===== config.mk =====
export PLATFORM = sky130hd
export DESIGN_NAME = obuffer_pack
export DESIGN_NICKNAME = d
export VERILOG_FILES = /design/src/rtl/obuffer_pack_pkg.sv /design/src/rtl/obuf_fifo.sv /design/src/rtl/obuffer_pack.sv
export SDC_FILE = /design/constraint.sdc
export NUM_CORES = 1
export LEC_CHECK = 0
export BUFFER_PORTS_ARGS = -buffer_cell sky130_fd_sc_hd__buf_4
export CORE_ASPECT_RATIO = 0.9
export CORE_MARGIN = 5
export CORE_UTILIZATION = 58
export CTS_BUF_LIST = sky130_fd_sc_hd__clkbuf_4
export DETAILED_ROUTE_END_ITERATION = 8
export PLACE_DENSITY_LB_ADDON = 0.2
export SLEW_MARGIN = 15
export SYNTH_ARGS = -nofsm -noshare
export SYNTH_HDL_FRONTEND = slang
export SYNTH_HIERARCHICAL = 1
export SYNTH_SLANG_ARGS = --single-unit
export TNS_END_PERCENT = 100

===== constraint.sdc =====
create_clock -name CLK -period 4 [get_ports CLK]
set_clock_uncertainty 0.15 [all_clocks]
set_input_delay 0.2 -clock CLK [delete_from_list [all_inputs] [get_ports CLK]]
set_output_delay 0.2 -clock CLK [all_outputs]
set_load 0.005 [all_outputs]

===== src/rtl/obuffer_pack_pkg.sv =====
// Constants shared by the output packer and the input byte serializer.
package obuffer_pack_pkg;

  localparam int DW_C     = 8;
  localparam int NB_C     = 4;
  localparam int WW_C     = DW_C * NB_C;
  localparam int QDEPTH_C = 2;
  localparam int CNTW_C   = $clog2(NB_C);

  typedef logic [WW_C-1:0] word_t;

endpackage


===== src/rtl/obuf_fifo.sv =====
// Small synchronous FIFO; head is visible on rdata whenever empty is low.
module obuf_fifo #(
  parameter int WIDTH = 32,
  parameter int DEPTH = 2
) (
  input  logic                     clk,
  input  logic                     rst_n,
  input  logic                     push,
  input  logic                     pop,
  input  logic [WIDTH-1:0]         wdata,
  output logic [WIDTH-1:0]         rdata,
  output logic                     full,
  output logic                     empty,
  output logic [$clog2(DEPTH):0]   level
);

  localparam int AW = $clog2(DEPTH);
  localparam int LW = AW + 1;

  logic [WIDTH-1:0] mem_q [DEPTH];
  logic [WIDTH-1:0] mem_d [DEPTH];
  logic [AW-1:0]    wr_ptr_q, wr_ptr_d;
  logic [AW-1:0]    rd_ptr_q, rd_ptr_d;
  logic [LW-1:0]    level_q, level_d;
  logic             do_push_s, do_pop_s;

  assign full  = (level_q == LW'(DEPTH));
  assign empty = (level_q == LW'(0));
  assign level = level_q;
  assign rdata = mem_q[rd_ptr_q];

  // When full, a simultaneous pop frees the slot the write lands in.
  always_comb begin
    do_push_s = push & (~full | pop);
    do_pop_s  = pop & ~empty;
    mem_d     = mem_q;
    wr_ptr_d  = wr_ptr_q;
    rd_ptr_d  = rd_ptr_q;
    if (do_push_s) begin
      mem_d[wr_ptr_q] = wdata;
      wr_ptr_d        = wr_ptr_q + AW'(1);
    end else begin
      wr_ptr_d = wr_ptr_q;
    end
    if (do_pop_s) begin
      rd_ptr_d = rd_ptr_q + AW'(1);
    end else begin
      rd_ptr_d = rd_ptr_q;
    end
    level_d = level_q + LW'(do_push_s) - LW'(do_pop_s);
  end

  always_ff @(posedge clk or negedge rst_n) begin
    if (!rst_n) begin
      for (int i = 0; i < DEPTH; i++) mem_q[i] <= '0;
      wr_ptr_q <= '0;
      rd_ptr_q <= '0;
      level_q  <= '0;
    end else begin
      mem_q    <= mem_d;
      wr_ptr_q <= wr_ptr_d;
      rd_ptr_q <= rd_ptr_d;
      level_q  <= level_d;
    end
  end

endmodule


===== src/rtl/obuffer_pack.sv =====
// Packs the MAC-array byte stream MSB-first into words and queues them toward the result writer.
module obuffer_pack
  import obuffer_pack_pkg::*;
#(
  parameter int DW     = DW_C,
  parameter int NB     = NB_C,
  parameter int QDEPTH = QDEPTH_C
) (
  input  logic             CLK,
  input  logic             RSTN,
  input  logic             EN,
  input  logic [DW-1:0]    IData,
  input  logic             FLUSH,
  input  logic             OReady,
  output logic [DW*NB-1:0] OWord,
  output logic             OValid,
  output logic             Overflow,
  output logic             Busy
);

  localparam int WW = DW * NB;
  localparam int CW = $clog2(NB);
  localparam int LW = $clog2(QDEPTH) + 1;

  logic [CW-1:0] cnt_q, cnt_d;
  logic [WW-1:0] shift_q, shift_d;
  logic [WW-1:0] hold_q, hold_d;
  logic          ovf_q, ovf_d;
  logic          busy_q, busy_d;

  logic [WW-1:0] word_s;
  logic          push_req_s, fifo_push_s, pop_s;
  logic [WW-1:0] head_s;
  logic          full_s, empty_s;
  logic [LW-1:0] level_s, level_nxt_s;

  obuf_fifo #(.WIDTH(WW), .DEPTH(QDEPTH)) u_fifo (
    .clk   (CLK),
    .rst_n (RSTN),
    .push  (fifo_push_s),
    .pop   (pop_s),
    .wdata (word_s),
    .rdata (head_s),
    .full  (full_s),
    .empty (empty_s),
    .level (level_s)
  );

  // Insert the incoming byte, then decide between completion, flush and plain fill.
  always_comb begin
    word_s     = shift_q;
    cnt_d      = cnt_q;
    shift_d    = shift_q;
    push_req_s = 1'b0;
    if (EN) begin
      for (int i = 0; i < NB; i++) begin
        if (cnt_q == CW'(i)) begin
          word_s[(NB-1-i)*DW +: DW] = IData;
        end else begin
          word_s[(NB-1-i)*DW +: DW] = shift_q[(NB-1-i)*DW +: DW];
        end
      end
    end else begin
      word_s = shift_q;
    end
    if ((EN && (cnt_q == CW'(NB-1))) || (FLUSH && (EN || (cnt_q != CW'(0))))) begin
      push_req_s = 1'b1;
      cnt_d      = CW'(0);
      shift_d    = '0;
    end else if (EN) begin
      cnt_d   = cnt_q + CW'(1);
      shift_d = word_s;
    end else begin
      cnt_d   = cnt_q;
      shift_d = shift_q;
    end
  end

  // Queue handshake: a completed word is dropped only if the queue stays full this cycle.
  always_comb begin
    pop_s       = ~empty_s & OReady;
    fifo_push_s = push_req_s & (~full_s | pop_s);
    ovf_d       = ovf_q | (push_req_s & full_s & ~pop_s);
    level_nxt_s = level_s + LW'(fifo_push_s) - LW'(pop_s);
    busy_d      = (cnt_d != CW'(0)) | (level_nxt_s != LW'(0));
    if (pop_s) begin
      hold_d = head_s;
    end else begin
      hold_d = hold_q;
    end
  end

  always_ff @(posedge CLK or negedge RSTN) begin
    if (!RSTN) begin
      cnt_q   <= '0;
      shift_q <= '0;
      hold_q  <= '0;
      ovf_q   <= 1'b0;
      busy_q  <= 1'b0;
    end else begin
      cnt_q   <= cnt_d;
      shift_q <= shift_d;
      hold_q  <= hold_d;
      ovf_q   <= ovf_d;
      busy_q  <= busy_d;
    end
  end

  // Between words OWord keeps showing the last word handed downstream.
  assign OValid   = ~empty_s;
  assign OWord    = empty_s ? hold_q : head_s;
  assign Overflow = ovf_q;
  assign Busy     = busy_q;

endmodule


* Yosys cells after proc, flatten, opt, wreduce, memory -nomap -nowiden
Index checks and enable logic that the tools add are counted.
** Operators by class
- Add/sub/neg operators :: 7
- Multiply operators :: 0
- Div/mod/pow operators :: 0
- $lt $le $gt $ge :: 3
- Equal/unequal tests :: 4
- Shift-type cells :: 0
- Muxes and demuxes :: 17
- Bitwise operators :: 14
- Reduce and logical (&&, ||, !) cells :: 11
** Operators by type and width (number)
- $mux W32 :: 8
- $bwmux W64 :: 1
- $demux W32 S1 :: 1
- $mux W8 :: 4
- $reduce_bool A2 Y1 :: 4
- $and A1 B1 Y1 :: 6
- $eq A2 B2 Y1 const B :: 3
- $add A2 B1 Y2 :: 2
- $ge A2 B2 Y1 const B :: 2
- $logic_not A2 Y1 :: 2
- $mux W2 :: 2
- $not A1 Y2 :: 2
- $sub A2 B1 Y2 :: 2
- $logic_and A1 B1 Y1 :: 3
- $not A1 Y1 :: 3
- $or A1 B1 Y1 :: 3
- $add A1 B1 Y1 const B :: 2
- $add A2 B1 Y2 const B :: 1
- $eq A2 B1 Y1 const B :: 1
- $logic_or A1 B1 Y1 :: 2
- $lt A2 B1 Y1 const B :: 1
- $mux W1 :: 1
** Storage, ports and cells
- Flip-flop bits (word level) :: 136
- Latch bits :: 0
- Bits in writable memories :: 0
- Memory bits (read-only) :: 0
- Word-level logic and storage cells :: 66
- Memories :: 0

* Longest topological paths before layout
- Depth in word-level cells :: 10
- Gate-level depth with buffers :: 13
- Gate-level depth less buffers :: 11

* By module
Netlist, hierarchy kept.
** By module, submodules not included
- obuffer_pack :: times used 1, cells an instance 244, area each 3442.1 um^2, seq. area each 1701.6 um^2
- obuf_fifo :: times used 1, cells an instance 189, area each 3228.1 um^2, seq. area each 1701.6 um^2

* Worst setup path before layout
OpenSTA, ideal clock, no wires.
- Path type :: register to register
- Start point :: reg cnt_q[0]
- End point :: reg u_fifo.level_q[1] (netlist: u_fifo/level[1])
- Setup time :: 0.125 ns
- Arrival time :: 2.359 ns
- Required time :: 3.725 ns
- Setup slack :: 1.366 ns
- Cell stages (with the launch flop) :: 12
- Period minus slack after synthesis :: 2.634 ns
- Path through :: dfrtp_1 -> inv_1 -> ha_1 -> buf_2 -> o21ai_4 -> a21boi_0 -> nand2b_1 -> ha_1 -> inv_1 -> ha_1 -> xnor2_1 -> xnor2_1
** Between the ends
- Cells in the longest elaborated chain, start to end :: 9
** RTL lines
- start: declaration :: line obuffer_pack.sv:25 : logic [CW-1:0] cnt_q, cnt_d;
- start signal: assignment :: line obuffer_pack.sv:101 : cnt_q <= cnt_d;
- $reduce_bool A2 Y1 :: line obuffer_pack.sv:66 : if ((EN && (cnt_q == CW'(NB-1))) || (FLUSH && (EN || (cnt_q != CW'(0))))) begin
- $logic_or A1 B1 Y1 :: line obuffer_pack.sv:66
- $logic_and A1 B1 Y1 :: line obuffer_pack.sv:66
- $logic_or A1 B1 Y1 (*) :: line obuffer_pack.sv:66
- $mux W1 (*) :: line obuffer_pack.sv:66
- $and A1 B1 Y1 (*) :: line obuffer_pack.sv:82 : fifo_push_s = push_req_s & (~full_s | pop_s);
- named net fifo_push_s :: line obuffer_pack.sv:32 : logic push_req_s, fifo_push_s, pop_s;
- $and A1 B1 Y1 (*) :: line obuf_fifo.sv:34 : do_push_s = push & (~full | pop);
- $add A2 B1 Y2 (*) :: line obuf_fifo.sv:50 : level_d = level_q + LW'(do_push_s) - LW'(do_pop_s);
- $sub A2 B1 Y2 (*) :: line obuf_fifo.sv:50
- named net u_fifo.level_d[1] :: line obuf_fifo.sv:24 : logic [LW-1:0] level_q, level_d;
- end signal: assignment :: line obuf_fifo.sv:63 : level_q <= level_d;
- end: declaration :: line obuf_fifo.sv:24
The timed path passes the listed nets; every way through them passes the cells marked *.
A chain may end at the register's enable or synchronous reset.

* Worst setup path in the final report
- Start point :: reg u_fifo.rd_ptr_q
- End point :: out OWord[0]
** Between the ends
- Cells in the longest elaborated chain, start to end :: 5
** RTL lines
- start: declaration :: line obuf_fifo.sv:23 : logic [AW-1:0] rd_ptr_q, rd_ptr_d;
- start signal: assignment :: line obuf_fifo.sv:62 : rd_ptr_q <= rd_ptr_d;
- $not A1 Y2 (implied by the code) :: line obuf_fifo.sv:30 : assign rdata = mem_q[rd_ptr_q];
- $mux W32 (implied by the code) (3 in a row) :: line obuf_fifo.sv:30
- named net head_s[0] :: line obuffer_pack.sv:33 : logic [WW-1:0] head_s;
- $mux W32 :: line obuffer_pack.sv:111 : assign OWord = empty_s ? hold_q : head_s;
- end: declaration :: line obuffer_pack.sv:15 : output logic [DW*NB-1:0] OWord,
The timed path passes the listed nets, and every way through them passes these cells. The select of a mux whose other input is x is not followed.

==> flow_summary.toml <==
[status]
status = "completed"

[clock_network]
clk_pin_slew_ps = 120
tritoncts = "built"
cts_max_path_buffers = 2
clock-sinks = 136
hold_buffers = 12
cts_root_buffer = "clkbuf_4"
cts-buffers-inserted = 17
h-tree-depth = 4
cts.repair.resized = 0
clk_latency_ps = 540
cts_setup_buffers = 0

[timing]
rsz0062_at_grt = "no"
post-route-min-period_ps = 2970
slew_headroom_pct = 34.6
fmax_mhz = 336
fin_crit_sh_pct = 74.3
setup_viol = 0
drv_slew = 0
tightest_slew_ps = 981
tns_ps = 0
hold_viol = 0
hold_ws_ps = 205

[final_layout]
final_cell_mix = "dfrtp_1, mux2_2, mux2_4"
nNetsFinal = 515
syn_to_final_growth_pct = 13.1
final_common_cell = "dfrtp_1"
num_antenna_cells = 0
drive_above_1_share_pct = 57.4
nFillCells = 854

[global_routing]
grt_first_pass_wirelength_um = 21100
grt_max_degree = 77
antenna_found_initial = 0
first_global_vias = 3935
grt_overflow_total = 0
grtUsageTotal_pct = 19.9

[die]
floorplan.die_area_um2 = 13700
coreArea_um2 = 11300
die_x_um = 123
die_height_um = 112
start_util_pct = 58.8
std_cell_rows = 37
ios = 48

[setup_path]
path_max_fanout = 17
path_class = "reg -> out"
cp-end-kind = "primary output"
startpoint = "u_fifo/rd_ptr_q"
r2r-start = "cnt_q[0]"
crit_required_ps = 3650
worstPathArrival_ps = 2620
r2r-end = "u_fifo/mem_q[63]"
r2r_slack_ps = 1130
r2r_cells = 7
start_kind = "flip-flop"

[min_path]
hold_class = "in -> async"

[routing]
vias = 3675
drt-wirelength-per-cell_um = 19.0
first_pass_iters = 5
drt-initial-drc-count = 178
viasPerCell = 5.54
drc = 0
ant_nets = 0
drt_wl_total_um = 12600

[synth]
synth-compound-area-share_pct = 5.03
synth.area.mux_share_pct = 35.9
async_flop_share_pct = 100
syn_avg_cell_area_um2 = 15.4
synth_xor_area_share_pct = 0.919
syn-cell-area_um2 = 6670
synth-warning-count = 6
ys_seq_elements = 136
syn_nets = 454
yosysSeqAreaShare_pct = 51.0
synth_adder_area_share_pct = 1.50
ys.flop_type = "dfrtp_1"
yosysTopAreaCellShare_pct = 51.0
synth_area_leaders = "dfrtp_1, mux2_2, mux2_4"
ys_types = 27
synth_top_family_by_area = "multiplexers"
synth_edf_count = 0
synthCells = 433
synthSimpleGateAreaFrac_pct = 2.36
yosysTopAreaCell = "dfrtp_1"

[flow_run]
max-cap-violations = 0

[placed_design]
portBuffers = 47
gp_congestion = 0.827
hpwl_um = 7910

[power]
vdd_drop_max_mv = 0.506
p_leak_nw = 3.90
powerDensity_nw_per_um2 = 714
[routing by layer]
metal | up-vias | GRT usage, % | part of all wire, %
li1 | 1694 | - | -
met1 | 1899 | 27.8 | 47
met2 | 65 | 30.5 | 48
met3 | 17 | 5.54 | 3.8
met4 | 0 | 5.90 | 1.6
met5 | - | 0 | 0
[logic make-up (layout without fill, tap and decap cells)]
| group | count (synthesis) | count (layout) |
|---|---|---|
| AOI/OAI and AO/OA | 32 | 32 |
| xor gates and xnor gates | 7 | 7 |
| adders and majority gates | 8 | 8 |
| buffers and inverters | 34 | 108 |
| DFF | 136 | 136 |
| muxes | 193 | 193 |
| and+or+nand+nor | 23 | 23 |
[cells in the mapped netlist (4+ instances only)]
| library cell | instances |
|---|---|
| clkbuf_1 | 5 |
| ha_1 | 8 |
| buf_6 | 10 |
| dfrtp_1 | 136 |
| nand2_2 | 4 |
| xnor2_1 | 5 |
| nor2_1 | 4 |
| mux2_4 | 60 |
| inv_1 | 7 |
| mux2_2 | 131 |
| buf_2 | 10 |
| nor2b_1 | 7 |
| o211a_1 | 27 |
[flip-flops by register name, indices dropped and copies added, names as in the netlist]
name and flops:
Busy 1, Overflow 1, cnt_q 2, hold_q 32, shift_q 32, u_fifo/level 2, u_fifo/mem_q 64, u_fifo/rd_ptr_q 1
u_fifo/wr_ptr_q 1
[worst max-delay path: stages (launching register included)]
cell	delay, ps
dfrtp_1	880
buf_4	400
mux2_2	390
mux2_2	270
buf_4	130
[area by class of cell]
class | count | area [µm²] | area share [%]
clock buffer | 19 | 143 | 1.89
clock inverter | 13 | 131 | 1.74
inverter | 9 | 33.8 | 0.448
multi-input combinational | 263 | 3060 | 40.6
sequential | 136 | 3400 | 45.1
tap | 156 | 195 | 2.59
timing repair buffer | 67 | 571 | 7.57
[worst max-delay path by stage]
stage                       end  slack, ps
6_report               OWord[0]       1030
5_1_grt                OWord[0]        870
4_1_cts                OWord[0]        920
3_5_place_dp   u_fifo/mem_q[63]       1160
3_3_place_gp   u_fifo/mem_q[36]       1330
2_1_floorplan   u_fifo/level[1]       1370
[power by group]
part / leakage (nW) / switching (mW) / total [mW] / internal (mW)
Sequential: 1.83 / 0.264 / 2.06 / 1.80
Combinational: 1.94 / 1.03 / 2.45 / 1.42
Clock: 0.132 / 0.502 / 0.879 / 0.377
Total: 3.90 / 1.79 / 5.38 / 3.59
[through the flow]
stage | cell area [µm²] | power [mW] | utilization, % | worst slack, ps | std cells
final | 7540 | 5.38 | 66.5 | 1030 | 663
after global routing | 7540 | 5.73 | 66.5 | 869 | 663
after CTS | 7540 | 5.45 | 66.5 | 921 | 663
after detailed placement | 7150 | 4.53 | 63.0 | 1160 | 619
after global placement | 7150 | 4.45 | 63.0 | 1330 | 619
after floorplan | 6670 | 3.86 | - | 1370 | 433
(Power assumes the default switching activity.)
